===== config.mk =====
export PLATFORM = sky130hd
export DESIGN_NAME = saat_uart_tx
export DESIGN_NICKNAME = d
export VERILOG_FILES = /design/src/rtl/saat_uart_tx.sv
export SDC_FILE = /design/constraint.sdc
export NUM_CORES = 1
export LEC_CHECK = 0
export CAP_MARGIN = 20
export CORE_MARGIN = 1
export CORE_UTILIZATION = 65
export CTS_CLUSTER_SIZE = 25
export DETAILED_ROUTE_END_ITERATION = 8
export GPL_ROUTABILITY_DRIVEN = 0
export PLACE_DENSITY = 0.95
export RECOVER_POWER = 25
export SYNTH_ARGS = -nofsm -noshare
export SYNTH_HDL_FRONTEND = slang
export SYNTH_SLANG_ARGS = --single-unit

===== constraint.sdc =====
create_clock -name clk -period 5.5 [get_ports clk]
set_clock_uncertainty 0.15 [all_clocks]
set_input_delay 1.1 -clock clk [delete_from_list [all_inputs] [get_ports clk]]
set_output_delay 1.1 -clock clk [all_outputs]
set_load 0.03 [all_outputs]

===== src/rtl/saat_uart_tx.sv =====
// UART time reporter: on request, snapshots the hours/minutes/seconds inputs
// and sends "HH:MM:SS\r\n" as ten back-to-back 8N1 characters.
module saat_uart_tx #(
  parameter int CLK_FREQ = 100000000,
  parameter int BAUD     = 9600
) (
  input  logic       clk,
  input  logic       rst,
  input  logic       send,
  input  logic [4:0] saat,
  input  logic [5:0] dakika,
  input  logic [5:0] saniye,
  output logic       RsTx,
  output logic       busy,
  output logic       done
);

  localparam int CLKS_PER_BIT = CLK_FREQ / BAUD;
  localparam int CNT_W = (CLKS_PER_BIT > 1) ? $clog2(CLKS_PER_BIT) : 1;
  localparam logic [CNT_W-1:0] CNT_LAST = CNT_W'(CLKS_PER_BIT - 1);

  localparam logic [1:0] S_IDLE  = 2'd0;
  localparam logic [1:0] S_START = 2'd1;
  localparam logic [1:0] S_DATA  = 2'd2;
  localparam logic [1:0] S_STOP  = 2'd3;

  logic [1:0]       state_q, state_d;
  logic [3:0]       char_q, char_d;
  logic [2:0]       bit_q, bit_d;
  logic [CNT_W-1:0] cnt_q, cnt_d;
  logic [4:0]       saat_q, saat_d;
  logic [5:0]       dk_q, dk_d;
  logic [5:0]       sn_q, sn_d;
  logic             tx_q, tx_d;
  logic             busy_q, busy_d;
  logic             done_q, done_d;
  logic [7:0]       cur_char;
  logic             bit_end;

  // ASCII tens digit; values above 99 are not clamped by design.
  function automatic logic [7:0] tens_ascii(input logic [5:0] v);
    logic [5:0] t;
    t = v / 6'd10;
    return 8'h30 + {2'b00, t};
  endfunction

  function automatic logic [7:0] ones_ascii(input logic [5:0] v);
    logic [5:0] o;
    o = v % 6'd10;
    return 8'h30 + {2'b00, o};
  endfunction

  // Character currently being framed, selected by the character index.
  always_comb begin
    cur_char = 8'h0A;
    case (char_q)
      4'd0: cur_char = tens_ascii({1'b0, saat_q});
      4'd1: cur_char = ones_ascii({1'b0, saat_q});
      4'd2: cur_char = 8'h3A;
      4'd3: cur_char = tens_ascii(dk_q);
      4'd4: cur_char = ones_ascii(dk_q);
      4'd5: cur_char = 8'h3A;
      4'd6: cur_char = tens_ascii(sn_q);
      4'd7: cur_char = ones_ascii(sn_q);
      4'd8: cur_char = 8'h0D;
      default: cur_char = 8'h0A;
    endcase
  end

  assign bit_end = (cnt_q == CNT_LAST);

  // Next-state logic; the line level is computed one cycle ahead so RsTx is a register.
  always_comb begin
    state_d = state_q;
    char_d  = char_q;
    bit_d   = bit_q;
    cnt_d   = cnt_q;
    saat_d  = saat_q;
    dk_d    = dk_q;
    sn_d    = sn_q;
    tx_d    = tx_q;
    busy_d  = busy_q;
    done_d  = 1'b0;
    case (state_q)
      S_IDLE: begin
        tx_d   = 1'b1;
        busy_d = 1'b0;
        if (send) begin
          saat_d  = saat;
          dk_d    = dakika;
          sn_d    = saniye;
          state_d = S_START;
          tx_d    = 1'b0;
          busy_d  = 1'b1;
          cnt_d   = '0;
          char_d  = 4'd0;
          bit_d   = 3'd0;
        end
      end
      S_START: begin
        if (bit_end) begin
          cnt_d   = '0;
          state_d = S_DATA;
          bit_d   = 3'd0;
          tx_d    = cur_char[0];
        end else begin
          cnt_d = cnt_q + CNT_W'(1);
        end
      end
      S_DATA: begin
        if (bit_end) begin
          cnt_d = '0;
          if (bit_q == 3'd7) begin
            state_d = S_STOP;
            tx_d    = 1'b1;
          end else begin
            bit_d = bit_q + 3'd1;
            tx_d  = cur_char[bit_q + 3'd1];
          end
        end else begin
          cnt_d = cnt_q + CNT_W'(1);
        end
      end
      S_STOP: begin
        if (bit_end) begin
          cnt_d = '0;
          if (char_q != 4'd9) begin
            // Next character starts immediately: no inter-character gap.
            char_d  = char_q + 4'd1;
            state_d = S_START;
            tx_d    = 1'b0;
          end else begin
            state_d = S_IDLE;
            tx_d    = 1'b1;
            busy_d  = 1'b0;
            done_d  = 1'b1;
          end
        end else begin
          cnt_d = cnt_q + CNT_W'(1);
        end
      end
      default: begin
        state_d = S_IDLE;
        tx_d    = 1'b1;
        busy_d  = 1'b0;
      end
    endcase
  end

  // State registers; reset aborts any report at once and parks the line high.
  always_ff @(posedge clk or posedge rst) begin
    if (rst) begin
      state_q <= S_IDLE;
      char_q  <= 4'd0;
      bit_q   <= 3'd0;
      cnt_q   <= '0;
      saat_q  <= 5'd0;
      dk_q    <= 6'd0;
      sn_q    <= 6'd0;
      tx_q    <= 1'b1;
      busy_q  <= 1'b0;
      done_q  <= 1'b0;
    end else begin
      state_q <= state_d;
      char_q  <= char_d;
      bit_q   <= bit_d;
      cnt_q   <= cnt_d;
      saat_q  <= saat_d;
      dk_q    <= dk_d;
      sn_q    <= sn_d;
      tx_q    <= tx_d;
      busy_q  <= busy_d;
      done_q  <= done_d;
    end
  end

  assign RsTx = tx_q;
  assign busy = busy_q;
  assign done = done_q;

endmodule


After elaboration in Yosys (flattened, before gate mapping)
Cells that the tools add are included.
Word-level totals
  word-level logic and storage cells: 95
  register bits after elaboration: 43
  output and inout port bits: 3
  bits of input ports: 20
Cells by class
  magnitude comparators: 1
  $add $sub $neg: 9
  reduce and logical (&&, ||, !) cells: 12
  divide/modulo/power cells: 6
  mux-type cells: 35
  equality and inequality tests: 22
Operators with widths (number)
  $pmux W7 S8: 1
  $add A6 B6 Y7 const A: 6
  $mux W14: 2
  $pmux W14 S2: 1
  $eq A4 B3 Y1 const B: 4
  $ne A2 B2 Y1 const B: 8
  $add A14 B1 Y14 const B: 1
  $eq A14 B14 Y1 const B: 1
  $mux W1: 13
  $div A6 B4 Y6 const B: 2
  $mod A6 B4 Y6 const B: 2
  $mux W3: 4
  $mux W4: 3
  $mux W2: 5
  $reduce_and A5 Y1: 2
  $pmux W3 S3: 1
  $eq A4 B2 Y1 const B: 2
  $pmux W2 S4: 1
  $pmux W4 S2: 1
  $div A5 B4 Y6 const B: 1
  $mod A5 B4 Y6 const B: 1
  $reduce_and A3 Y1: 2
  $add A4 B1 Y4 const B: 1
  $eq A2 B2 Y1 const B: 2
  18 further kinds: 18

Longest topological paths before layout
Gate-level depths: netlist (run 1).
  word-level depth: 8
  gate-level depth with buffers: 21
  depth with buffers taken out: 20

Worst setup path before layout (run 1)
OpenSTA, ideal clock, no wires.
  path kind: reg2reg
  start point: register saat_q[3]
  end point: register tx_q, in the netlist RsTx
  data required time: 5289 ps
  buffers on the path: 1
  stages on the path, launching flop included: 21
  arrival: 3343 ps
  clock period less this slack: 3554 ps
  slack: 1946 ps
  library setup time: 61 ps
  cell sequence: dfrtp_1 > buf_2 > inv_1 > ha_1 > nor3b_2 > nor2_1 > nor2_1 > nor2_1 > ha_1 > o31a_1 > o2111ai_1 > o21ai_0 > a31oi_1 > ha_1 > a21oi_1 > o32ai_1 > nor2_1 > a21oi_1 > or3_1 > o221ai_1 > a31o_1
On the way
  word-level cells in the longest chain between the ends: 8
  elaborated cells on any way between the ends: 11
  those cells by class: 2 x add/sub; 2 x div; 7 x mux
Ends and longest elaborated chain
  start: declaration: line 31  | logic [4:0] saat_q, saat_d;
  start signal: assignment: line 168  | saat_q <= saat_d;
  $mod A5 B4 Y6 / $div A5 B4 Y6 (equally long branches): line 49, 43
  $add A6 B6 Y7, on equally long branches: line 50, 44
  $pmux W7 S8 (*): line 56  | case (char_q)
  $bmux W1 S3: line 118  | tx_d = cur_char[bit_q + 3'd1];
  $mux W1 (implied by the code): line 118
  $mux W1: line 113  | if (bit_q == 3'd7) begin
  $mux W1: line 111  | if (bit_end) begin
  $pmux W1 S4 (*): line 84  | case (state_q)
  end signal: assignment: line 171  | tx_q <= tx_d;
  end: declaration: line 34  | logic tx_q, tx_d;
Mark *: on every way between the ends. The rest lies on a longest branch, timed or not. The select of a mux whose other input is x is not followed.
A chain may end at the register's enable or synchronous reset.

Worst setup path after layout (run 1)
  start point: register sn_q[3]
  end point: register tx_q, in the netlist RsTx
On the way
  word-level cells in the longest chain between the ends: 8
  elaborated cells on any way between the ends: 11
  those cells by class: 2 x add/sub; 2 x div; 7 x mux
Ends and longest elaborated chain
  start: declaration: line 33  | logic [5:0] sn_q, sn_d;
  start signal: assignment: line 170  | sn_q <= sn_d;
  $mod A6 B4 Y6 / $div A6 B4 Y6 (equally long branches): line 49, 43
  $add A6 B6 Y7, on equally long branches: line 50, 44
  $pmux W7 S8 (*): line 56
  $bmux W1 S3: line 118
  $mux W1 (implied by the code): line 118
  $mux W1: line 113
  $mux W1: line 111
  $pmux W1 S4 (*): line 84
Marks and branches as above.

==> results of run 1 <==
-- worst register-to-register path, stage by stage (launching register included) --
cell	delay [ns]
dfrtp_1	0.59
and2b_1	0.29
a311oi_1	0.45
ha_1	0.26
inv_1	0.06
o21ai_0	0.15
nor2_1	0.06
a31oi_1	0.17
o221ai_1	0.15
nand2_1	0.08
o21ai_0	0.07
a31oi_1	0.15
ha_1	0.26
a21oi_1	0.20
o32ai_1	0.11
nor2_1	0.11
a21oi_1	0.04
or3_1	0.31
o221ai_1	0.16
a31o_1	0.18
-- final cells by class --
cell class	instances	area, um^2
clock buffers	5	68.8
clock inverters	3	43.8
fillers	366	1330
inverters	17	63.8
multi-input cells	331	2210
flip-flops and latches	43	1080
well taps	70	87.6
repair buffers	23	224
-- registers in the layout (all words and copies together) (netlist names) --
signal / count
RsTx: 1
bit_q: 3
busy: 1
char_q: 4
cnt_q: 14
dk_q: 6
done: 1
saat_q: 5
sn_q: 6
state_q: 2
-- synthesized netlist by cell type (all sizes together) (4+ instances only) --
master	count	area [um^2]
clkbuf	16	61.3
buf	8	42.5
nor2	41	154
o21ai	36	180
o22ai	6	37.5
and3	7	43.8
dfrtp	42	1050
nand2	36	135
xnor2	8	70.1
a311oi	4	35.0
nand2b	16	108
nor2b	6	37.5
nor3b	4	35.0
nand3	20	100
xor2	4	35.0
inv	17	63.8
a22o	4	35.0
nor3	12	60.1
a31oi	5	31.3
or3	5	36.3
ha	21	263
mux2	18	203
a21oi	25	140
-- worst max path at each step --
stage | startpoint | to | slack, ns | depth (start not counted)
floorplan | saat_q[3] | RsTx | 1.95 | 20
global placement | sn_q[3] | RsTx | 1.73 | 19
detailed placement | sn_q[3] | RsTx | 1.52 | 19
CTS | sn_q[3] | RsTx | 1.47 | 19
global route | sn_q[3] | RsTx | 1.04 | 19
finish | sn_q[3] | RsTx | 1.44 | 19
-- cells by family (layout without fill, tap and decap cells) --
group	count (synthesis)	count (layout)	synth area share [%]
muxes	20	20	6.44
xor gates and xnor gates	12	12	3.04
AOI/OAI and AO/OA	113	113	21.8
and+or+nand+nor	165	165	25.1
DFF	43	43	31.2
adders and majority gates	21	21	7.60
buffers and inverters	41	48	4.85
-- power groups by stage --
stage | registers (W) | logic, W | clock network, W
2_1_floorplan | 0.000322 | 0.00000488 | 0
3_3_place_gp | 0.000322 | 0.0000206 | 0
3_5_place_dp | 0.000322 | 0.0000207 | 0
4_1_cts | 0.000316 | 0.0000208 | 0.000253
5_1_grt | 0.000316 | 0.0000218 | 0.000265
6_report | 0.000316 | 0.0000194 | 0.000252
-- metal layers --
layer,wire (um),part of all wire [%]
met2,3800,49
met5,0,0
met4,152,2.0
met3,445,5.8
met1,3290,43
-- per-stage QoR --
step / power (W) / setup slack, ns
3_5_place_dp: 0.000343 / 1.52
6_report: 0.000587 / 1.44
5_1_grt: 0.000603 / 1.04
3_3_place_gp: 0.000343 / 1.73
2_1_floorplan: 0.000327 / 1.95
4_1_cts: 0.000590 / 1.47
==> impl_results.md, run 1 <==
* Final antenna diode count at 0
* CTS tree: yes
* Drt first pass iters at 5
* Post-route DRC at 0
* Req. time, crit path at 5.59 ns
* CTS Root Cell: clkbuf_8
* Grt ovf at 0
* Routed WL at 7690 um
* CTS-repair resized insts at 0
* Clock share of power at 42.9%
* Register area share after synthesis at 31.2%
* Final Hold Viols at 0
* HP Start: cnt_q[2]
* Met2 Usage GRT at 49.7%
* Post-route ant nets at 0
* Final instance area at 3780 um^2
* Clock transition at path regs at 0.09 ns
* P_int at 0.000463 W
* Initial antenna violation count at 0
* Final min period at 4.06 ns
* Post-Layout Cell Count at 492
* Largest net degree at the start of global routing at 44
* NetSw at 0.000124 W
* Max Root-Sink Buffers at 2
* Crit Reg-Reg Startpoint: sn_q[3]
* CTS buffer count at 5
* Grt met3 use at 3.88%
* Setup crit end kind: register
* Status: finished, violations left
* Most used routing layer: met2
* R2r endpoint: RsTx
* Via count at 3163
* Crit-path max cell delay at 0.59 ns
* Max transition margin at -48.2%
* Syn nets at 456
* Final setup fails at 0
* Hold Crit Depth at 1
* Layout Utilization at 73.9%
* Hold Path Class: reg -> reg
* R2R cell count at 19
* Worst path cell trace: and2b_1, a311oi_1, ha_1, inv_1, o21ai_0, nor2_1, a31oi_1, o221ai_1, nand2_1, o21ai_0, a31oi_1, ha_1, a21oi_1, o32ai_1, nor2_1, a21oi_1, or3_1, o221ai_1, a31o_1
* Tcrit/Tclk final at 73.9%
* Critical path's top delay family: compound AO/OA/AOI/OAI gates
* Syn_area_per_cell at 8.33 um^2
* Most common cell after layout, fill and taps aside: dfrtp_1
* Failing checks: max-capacitance violations, max-slew violations
* Flops & latches, synth at 43
* Commonest non-fill, non-tap cells in the layout: dfrtp_1, nor2_1, nand2_1
* # Post-CTS Setup Buffers at 0
* Nets@finish at 462
* Measured slew at the worst slew-check pin at 2.22 ns
* Post-Syn Area at 3460 um^2
* Min Hold Slack at 0.366 ns
* Post-Syn Instances at 415
* H-tree Lvls at 2
* Max-cap viol count at 1
* Crit path kind: reg -> reg
* 1st-iter DRT viols at 313
* Crit path max-delay cell type: dfrtp_1
* Wire length of the first global-routing pass at 12300 um
* R2R Setup Slk at 1.44 ns
* Die area at 5610 um^2
* LEAKAGE at 1.60 nW
* I/O pins at 23
* CTS sink cnt at 43
* Setup_tns at 0 ns
* Worst skew pair latency at 0.30 ns
* Maximum VDD drop at 0.115 mV
* FP Rows at 26
* Layout cells sized above 1 at 9.00%
* Fmax at 246 MHz
* Total GRT Usage at 28.5%
* Sequential power share at 53.8%
* Crit path launch type: register
* HPWL reported at the end of detailed placement at 5460 um
* Die Wd at 74.9 um
* Buf+Inv Stages, Crit Path at 1
* CP Max Fanout at 13
* Initial Util at 67.7%
* CTS Hold Buffers Added at 0
* Synth Warn # at 0
* Met1 usage in global routing at 36.3%
* Vias in the first global route at 2848
* Placed Cells at 484
* Number of port buffers at 22
* EDFF count, synth at 0
* Power density over the cells at 155 nW/um^2
* Top FF cell, synth: dfrtp_1
* CP arrival at 4.16 ns
* Switching share of power at 21.1%
* Wirelength per Cell at 15.6 um
* Final Max Slew Viols at 44
* Unrepaired setup endpoints after global routing: false
* Die Y at 74.9 um
* Gate power share at 3.3%
* Via density per instance at 6.43
* Post-DP Area at 3670 um^2
* Core ar. at 5110 um^2
* Layout area overhead at 9.27%
* Library cells used by synthesis at 70
* Hold Path Sink: cnt_q[2]
* Post-synth ARST share at 100%
Power figures use the tool's default switching activity.
==> inputs of run 2 (changes only) <==
--- a/config.mk
+++ b/config.mk
@@ -7,11 +7,11 @@
 export LEC_CHECK = 0
 export CAP_MARGIN = 20
 export CORE_MARGIN = 1
-export CORE_UTILIZATION = 65
+export CORE_UTILIZATION = 54
 export CTS_CLUSTER_SIZE = 25
 export DETAILED_ROUTE_END_ITERATION = 8
 export GPL_ROUTABILITY_DRIVEN = 0
-export PLACE_DENSITY = 0.95
+export PLACE_DENSITY = 0.86
 export RECOVER_POWER = 25
 export SYNTH_ARGS = -nofsm -noshare
 export SYNTH_HDL_FRONTEND = slang
==> constraint.sdc (replaced) <==
create_clock -name clk -period 3.7 [get_ports clk]
set_clock_uncertainty 0.15 [all_clocks]
set_input_delay 0.74 -clock clk [delete_from_list [all_inputs] [get_ports clk]]
set_output_delay 0.74 -clock clk [all_outputs]
set_load 0.03 [all_outputs]
==> run 2 against run 1 <==
Against the previous run:
- the run now ends clean
- cell count grew 5.5%
- final area grew 5.5%
- die area increased by 20%
- first-iteration DRC count fell by 13%
- fmax increased by 12%
- critical endpoint unchanged
==> impl_results.md, run 2 (synthesis results as in run 1) <==
* Wire length of the first global-routing pass at 13500 um (+9.2%)
* Initial Util at 57.0% (-11 points)
* HP Start: cnt_q[2]
* Hold Path Sink: cnt_q[2]
* Layout cells sized above 1 at 16.2% (+7.2 points)
* Final antenna diode count at 0 (unchanged)
* Hold Crit Depth at 1 (unchanged)
* Power Total at 0.000876 W (+49%)
* Placed Cells at 506 (+4.5%)
* Final Max Slew Viols at 0 (-100%)
* HPWL reported at the end of detailed placement at 5700 um (+4.4%)
* Nets@finish at 484 (+4.8%)
* Max transition margin at 28.0% (+76 points)
* Clock transition at path regs at 0.09 ns (about the same)
* CP arrival at 3.73 ns (-0.43 ns)
* Final setup fails at 0 (unchanged)
* Fmax at 275 MHz (+12%)
* Largest net degree at the start of global routing at 44 (unchanged)
* Switching share of power at 21.4% (+0.30 points)
* Vias in the first global route at 3029 (+6.4%)
* Max Root-Sink Buffers at 2 (unchanged)
* Clock share of power at 43.0% (about the same)
* H-tree Lvls at 2 (unchanged)
* Setup crit end kind: register
* CTS tree: yes
* LEAKAGE at 1.71 nW (+6.7%)
* Hold Path Class: reg -> reg
* Crit path launch type: register
* CTS sink cnt at 43 (unchanged)
* Crit path kind: reg -> reg
* Sequential power share at 53.6% (-0.2 points)
* Final Hold Viols at 0 (unchanged)
* Req. time, crit path at 3.80 ns (-1.79 ns)
* Measured slew at the worst slew-check pin at 1.08 ns (-1.14 ns)
* Wirelength per Cell at 15.7 um (+0.39%)
* NetSw at 0.000188 W (+51%)
* Commonest non-fill, non-tap cells in the layout: nor2_1, dfrtp_1, nand2_1
* Grt met3 use at 5.56% (+1.7 points)
* Most common cell after layout, fill and taps aside: nor2_1
* R2R Setup Slk at 0.06 ns (-1.38 ns)
* Crit Reg-Reg Startpoint: sn_q[2]
* R2r endpoint: RsTx
* Layout area overhead at 15.3%
* CTS buffer count at 5 (unchanged)
* Worst skew pair latency at 0.30 ns (about the same)
* Unrepaired setup endpoints after global routing: true
* Max reg flops at 14 (unchanged)
* Max-cap viol count at 0 (-1)
* CTS Root Cell: clkbuf_8
* R2R cell count at 20 (+1)
* Drt first pass iters at 5 (unchanged)
* Initial antenna violation count at 0 (unchanged)
* Die area at 6720 um^2 (+20%)
* Grt ovf at 0 (unchanged)
* P_int at 0.000689 W (+49%)
* Gate power share at 3.4% (about the same)
* Min Hold Slack at 0.355 ns (-0.0114 ns)
* Most flops, register: cnt_q
* Via count at 3205 (+1.3%)
* Routed WL at 8140 um (+5.9%)
* Die Wd at 82.0 um (+9.5%)
* Status: finished, final reports clean
* Met1 usage in global routing at 31.8% (-4.5 points)
* Via density per instance at 6.18 (-3.9%)
* CTS Hold Buffers Added at 0 (unchanged)
* Biggest regs: cnt_q (14), dk_q (6), sn_q (6)
* Most used routing layer: met2
* Fillers at 499 (+36%)
* I/O pins at 23 (unchanged)
* FP Rows at 28 (+7.7%)
* Die Y at 82.0 um (+9.5%)
* Post-route DRC at 0 (unchanged)
* Power density over the cells at 220 nW/um^2 (+41%)
* Core ar. at 6060 um^2 (+19%)
* Place WS at -0.0210 ns (-1.54 ns)
* Maximum VDD drop at 0.170 mV (+48%)
* Layout Utilization at 65.7% (-8.2 points)
* 1st-iter DRT viols at 271 (-13%)
* Final min period at 3.64 ns (-0.424 ns)
* Number of port buffers at 22 (unchanged)
* Met2 Usage GRT at 45.0% (-4.7 points)
* Post-Layout Cell Count at 519 (+5.5%)
* Tcrit/Tclk final at 98.3% (+24 points)
* CP Max Fanout at 8 (-5)
* Total GRT Usage at 26.2% (-2.3 points)
* Post-route ant nets at 0 (unchanged)
* Fin worst setup slack at 0.0614 ns (-1.38 ns)
[run 2: changes by cell type in the layout (fill, tap and decap cells not counted), moves of 2 or more]
cell     change
a21oi_1      -2
buf_4       +22
inv_1        -2
dfrtp_2      +4
o21ai_1      +2
o21ai_0      -2
a21oi_2      +2
dfrtp_1      -4
[run 2: per-layer routing]
| layer | share of wire (%) | wire [um] | up-vias |
|---|---|---|---|
| met1 | 44 | 3560 | 1519 |
| met4 | 2.1 | 170 | 0 |
| met2 | 49 | 4000 | 106 |
| li1 | - | - | 1559 |
| met5 | 0 | 0 | - |
| met3 | 5.0 | 406 | 21 |
[run 2: layout make-up]
type                       count  area (um^2)  area share (%)
multi-input combinational    331         2240            56.3
sequential                    43         1080            27.2
timing repair buffer          45          390            9.80
tap                           75         93.8            2.36
clock buffer                   5         68.8            1.73
inverter                      17         63.8            1.60
clock inverter                 3         43.8            1.10
[run 2: how the worst max path moves through the flow]
stage	startpoint	endpoint	slack (ns)	cells after the start
5_1_grt	saat_q[3]	RsTx	-0.12	19
4_1_cts	saat_q[3]	RsTx	0.007	19
3_5_place_dp	sn_q[2]	RsTx	-0.02	20
6_report	sn_q[2]	RsTx	0.06	20
2_1_floorplan	saat_q[3]	RsTx	0.15	20
3_3_place_gp	sn_q[2]	RsTx	0.16	20
[run 2: timing repair]
item	4_1_cts	5_1_grt
endpoints found under the setup margin	1	1
endpoints found under the hold margin	0	0
pin swaps	0	7
setup buffers	2	3
gates resized for setup	2	11
[run 2: metrics by stage]
stage               cell area, um^2  setup TNS (ns)
floorplan                      3460               0
global placement               3800               0
detailed placement             3800         -0.0210
CTS                            3940               0
global route                   3980          -0.116
finish                         3980               0
[run 2: power groups by stage]
stage                     Sequential, W  Combinational, W  Clock, W
after floorplan                0.000479        0.00000726         0
after global placement         0.000479         0.0000315         0
after detailed placement       0.000479         0.0000316         0
after CTS                      0.000470         0.0000315  0.000386
after global routing           0.000470         0.0000336  0.000405
final                          0.000470         0.0000300  0.000377
[run 2: worst max-delay path: stages (launching register included)]
cell,delay (ns)
dfrtp_2,0.48
nand3b_1,0.19
a21oi_2,0.08
a311oi_2,0.29
ha_2,0.23
inv_1,0.06
o21ai_1,0.12
nor2_1,0.05
a31oi_1,0.16
o221ai_1,0.13
nand2_1,0.08
o21ai_0,0.08
a31oi_1,0.16
ha_1,0.27
a21oi_2,0.16
o32ai_1,0.10
nor2_1,0.10
a21oi_1,0.05
or3_1,0.33
o221ai_2,0.14
a31o_1,0.16
==> inputs of run 3 (changes only) <==
--- a/config.mk
+++ b/config.mk
@@ -5,7 +5,7 @@
 export SDC_FILE = /design/constraint.sdc
 export NUM_CORES = 1
 export LEC_CHECK = 0
-export CAP_MARGIN = 20
+export CAP_MARGIN = 15
 export CORE_MARGIN = 1
 export CORE_UTILIZATION = 54
 export CTS_CLUSTER_SIZE = 25
==> constraint.sdc (replaced) <==
create_clock -name clk -period 3.7 [get_ports clk]
set_clock_uncertainty 0.15 [all_clocks]
set_input_delay 0.925 -clock clk [delete_from_list [all_inputs] [get_ports clk]]
set_output_delay 0.925 -clock clk [all_outputs]
set_load 0.03 [all_outputs]
==> run 3 against run 2 <==
Against the previous run:
- the run now ends with max-capacitance violations, max-slew violations left
- cell count rose by 0.39%
- fmax fell by 1.3%
- sequential cell count did not move
- worst setup slack got worse by 0.048 ns
- hold slack improved by 0.0042 ns
- non-clock buffer count rose by 2
- core utilization rose by 0.35 points
- first-iteration DRC count rose by 3.7%
- combinational power barely moved
- largest cell class unchanged
- largest power group unchanged
==> impl_results.md, run 3 (synthesis results as in run 1) <==
* Status: finished, violations left
* Failing checks: max-capacitance violations, max-slew violations
* Via count at 3293 (+2.7%)
* Wire length of the first global-routing pass at 13400 um (-0.36%)
* 1st-iter DRT viols at 281 (+3.7%)
* CTS sink cnt at 43 (unchanged)
* Measured slew at the worst slew-check pin at 1.75 ns (+0.671 ns)
* Largest net degree at the start of global routing at 34 (-23%)
* Number of port buffers at 22 (unchanged)
* P_int at 0.000688 W (about the same)
* HPWL reported at the end of detailed placement at 5870 um (+2.9%)
* Post-route ant nets at 0 (unchanged)
* Crit path launch type: register
* Crit path kind: reg -> reg
* Die area at 6720 um^2 (unchanged)
* Post-route DRC at 0 (unchanged)
* H-tree Lvls at 2 (unchanged)
* Switching share of power at 21.0% (-0.45 points)
* Max Root-Sink Buffers at 2 (unchanged)
* CTS tree: yes
* NetSw at 0.000183 W (-2.7%)
* Most flops, register: cnt_q
* Max-cap viol count at 1 (+1)
* Setup crit end kind: register
* Grt ovf at 0 (unchanged)
* Unrepaired setup endpoints after global routing: true
* Biggest regs: cnt_q (14), dk_q (6), sn_q (6)
* Power density over the cells at 217 nW/um^2 (-1.1%)
* CP Max Fanout at 5 (-3)
* Die Wd at 82.0 um (unchanged)
* Setup_tns at 0 ns (unchanged)
* LEAKAGE at 1.71 nW (+0.44%)
* Max reg flops at 14 (unchanged)
* Layout area overhead at 15.9%
* Initial antenna violation count at 0 (unchanged)
* Routed WL at 8330 um (+2.4%)
* Vias in the first global route at 3111 (+2.7%)
* Worst skew pair latency at 0.30 ns (about the same)
* Final Hold Viols at 0 (unchanged)
* Final Max Slew Viols at 34 (+34)
* I/O pins at 23 (unchanged)
* Die Y at 82.0 um (unchanged)
* Clock transition at path regs at 0.08 ns (about the same)
* CTS buffer count at 5 (unchanged)
* FP Rows at 28 (unchanged)
* Post-Layout Cell Count at 521 (+0.39%)
* Req. time, crit path at 3.79 ns (about the same)
* Wirelength per Cell at 16.0 um (+2.0%)
* Final setup fails at 0 (unchanged)
* CTS Root Cell: clkbuf_8
* Nets@finish at 486 (+0.41%)
* Final min period at 3.69 ns (+0.0477 ns)
* CP arrival at 3.78 ns (+0.05 ns)
* Most common cell after layout, fill and taps aside: nor2_1
* Core ar. at 6060 um^2 (unchanged)
* Fmax at 271 MHz (-1.3%)
* Final antenna diode count at 0 (unchanged)
* Initial Util at 57.0% (unchanged)
* Commonest non-fill, non-tap cells in the layout: nor2_1, dfrtp_1, nand2_1
* Hold Path Class: reg -> reg
* Sequential power share at 53.9% (+0.3 points)
* Gate power share at 3.4% (about the same)
* Tcrit/Tclk final at 99.6% (+1.3 points)
* Max transition margin at -16.7% (-45 points)
* Drt first pass iters at 5 (unchanged)
* Post-DP Area at 3800 um^2 (unchanged)
* Total GRT Usage at 25.5% (-0.76 points)
* Fin worst setup slack at 0.0137 ns (-0.0477 ns)
* Maximum VDD drop at 0.171 mV (+0.60%)
* Placed Cells at 506 (unchanged)
* Via density per instance at 6.32 (+2.4%)
* Layout Utilization at 66.1% (+0.35 points)
* Layout cells sized above 1 at 16.6% (+0.38 points)
* Place WS at -0.0339 ns (-0.0128 ns)
* Clock share of power at 42.7% (-0.3 points)
* Final instance area at 4010 um^2 (+0.53%)
==> run 3: final timing paths <==
path                                start   endpoint  slack, ns  depth (start not counted)
max in group asynchronous             rst  saat_q[2]       0.50                          3
worst max-delay path            saat_q[3]       RsTx       0.01                         19
min in group asynchronous             rst    sn_q[4]       0.84                          2
worst max register to register  saat_q[3]       RsTx       0.01                         19
worst min-delay path             cnt_q[1]   cnt_q[1]       0.36                          2
worst min register to register   cnt_q[1]   cnt_q[1]       0.36                          2
==> run 3: worst max-delay path, cell delays in order (launching register included) <==
cell and delay (ns):
dfrtp_1 0.40, inv_2 0.09, ha_1 0.17, nor3b_4 0.20
nor2_1 0.09, nor2_2 0.16, nor2_2 0.07, ha_1 0.19
o31a_1 0.31, o2111ai_1 0.19, o21ai_1 0.13, a31oi_1 0.16
ha_1 0.28, a21oi_2 0.15, o32ai_1 0.10, nor2_1 0.10
a21oi_1 0.04, or3_1 0.34, o221ai_2 0.15, a31o_1 0.17
==> run 3: area by class of cell <==
cell class | count | area, um^2
clock buffer | 5 | 68.8
timing repair buffer | 47 | 404
sequential | 43 | 1080
clock inverter | 3 | 43.8
fill | 498 | 2060
multi-input combinational | 331 | 2250
tap | 75 | 93.8
inverter | 17 | 63.8
==> run 3: timing repair <==
action,in CTS,in global routing
setup buffers,1,6
hold buffers,0,0
setup endpoints to repair,1,1
resized for setup,4,11
endpoints found under the hold margin,0,0
pin swaps,0,7
==> run 3: stage by stage <==
step,total power (W),hold WS [ns]
2_1_floorplan,0.000486,0.306
3_5_place_dp,0.000511,0.344
4_1_cts,0.000880,0.355
3_3_place_gp,0.000510,0.333
6_report,0.000871,0.359
5_1_grt,0.000899,0.381
==> run 3: metal layers <==
| layer | GRT usage (%) | wire length, um | up-vias |
|---|---|---|---|
| met5 | 0 | 0 | - |
| met4 | 8.60 | 173 | 0 |
| met3 | 4.33 | 553 | 30 |
| met2 | 43.4 | 4060 | 146 |
| met1 | 32.4 | 3550 | 1558 |
| li1 | - | - | 1559 |
==> run 3: power by group through the flow <==
stage | clock network [W] | registers [W] | logic (W)
finish | 0.000372 | 0.000470 | 0.0000298
floorplan | 0 | 0.000479 | 0.00000726
CTS | 0.000379 | 0.000470 | 0.0000317
detailed placement | 0 | 0.000479 | 0.0000317
global placement | 0 | 0.000479 | 0.0000314
global route | 0.000396 | 0.000470 | 0.0000332
==> variant: new RTL, settings of run 2 <==
Change the parameter `BAUD` from 9600 to 38400.
--- a/src/rtl/saat_uart_tx.sv
+++ b/src/rtl/saat_uart_tx.sv
@@ -3,5 +3,5 @@
 module saat_uart_tx #(
   parameter int CLK_FREQ = 100000000,
-  parameter int BAUD     = 9600
+  parameter int BAUD     = 38400
 ) (
   input  logic       clk,
Function: no difference found for any inputs over 10 cycles, from zero or initial values and one cycle with rst high; that may be too few to reach the edited logic, so the function may still have changed.
==> variant against run 2 <==
  * Clock power is 1% higher
  * Largest cell class unchanged
  * Sequential share of layout area fell by 0.13 points
  * Wire length decreased by 5.4%
  * Sequential cell count is 2 lower
  * Setup slack better by 0.081 ns
  * Total power decreased by 0.20%
  * Design area is 4.2% lower
  * Critical path depth decreased by 2
  * Synthesized area decreased by 3.9%
  * Count of clock-buffer cells in the layout increased by 2
  * Sequential power down 4.5%
==> variant: results (changes against run 2) <==
Avg Vias per Cell - 6.251 (+1.2%)
Comb power frac - 5.0% (+1.6 points)
Hold_sp - dk_q[0]
Initial DRC count - 225 (-17%)
Top post-synthesis cells by count - dfrtp_1 (40), nor2_1 (40), nand2_1 (33), ha_1 (21), inv_1 (20)
Post-synthesis mux area share - 9.153% (+2.7 points)
Outcome - finished clean
Met3 Use GR - 4.205% (-1.4 points)
Worst EP arrival - 3.63 ns (-0.10 ns)
Placed inst area - 3565 um^2 (-6.2%)
Grt met2 use - 40.51% (-4.5 points)
Seq. pwr - 0.000449 W (-4.5%)
Vias - 3013 (-6.0%)
Adder-Cell Fraction of Synth Area - 7.910% (+0.31 points)
P_leak - 1.569 nW (-8.0%)
Proportion of layout cells with a drive suffix above 1 - 17.94% (+1.7 points)
Number of global-route vias before repair - 2737 (-9.6%)
Ranking of synthesized cells by area - dfrtp_1 (30%), ha_1 (7.9%), mux2_2 (6.4%)
HPWL Detailed - 5240 um (-8.1%)
Largest regs - cnt_q x12, dk_q x6, sn_q x6
Internal - 0.0006933 W (+0.69%)
Largest net degree at the start of global routing - 42 (-4.5%)
Mapped Avg Cell Area - 8.742 um^2 (+5.0%)
Met2 Wirelength - 3804 um (-4.9%)
DP Cell Count - 464 (-8.3%)
Fmax - 281.1 MHz (+2.3%)
Global-route wire length before repair - 12560 um (-6.6%)
Final #Nets - 447 (-7.6%)
DP Worst Slack - 0.03772 ns (+0.05876 ns)
Origin of the worst setup path - dk_q[3]
Worst hold slack - 0.3618 ns (+0.007022 ns)
## variant: cell count changes in the layout (fill, tap and decap cells not counted), moves of 5 or more
cell     change
mux2i_1      +7
buf_4        -9
and3_1       -5
a21oi_1      -5
nand4_1      +5
nor3_1       -6
nand3_1      -8
o21ai_0     -15
xor2_1       +6
## variant: final cells by class
cell class / count / area (um^2)
Multi-Input combinational cell: 301 / 2157
Fill cell: 451 / 2103
Sequential cell: 41 / 1032
Timing Repair Buffer: 37 / 342.8
Tap cell: 75 / 93.84
Clock buffer: 7 / 86.33
Inverter: 20 / 75.07
Clock inverter: 1 / 30.03
## variant: kinds of logic (layout without fill, tap and decap cells)
kind of cell / Yosys count / after routing
compound gates: 88 / 88
xor+xnor: 15 / 15
fa+ha+maj: 21 / 21
buf+inv: 38 / 65
flops: 41 / 41
mux: 28 / 28
simple gates: 149 / 149
## variant: repair_timing
action	in CTS	in global routing
resized for setup	0	16
buffers inserted	0	10
setup endpoints to repair	0	1
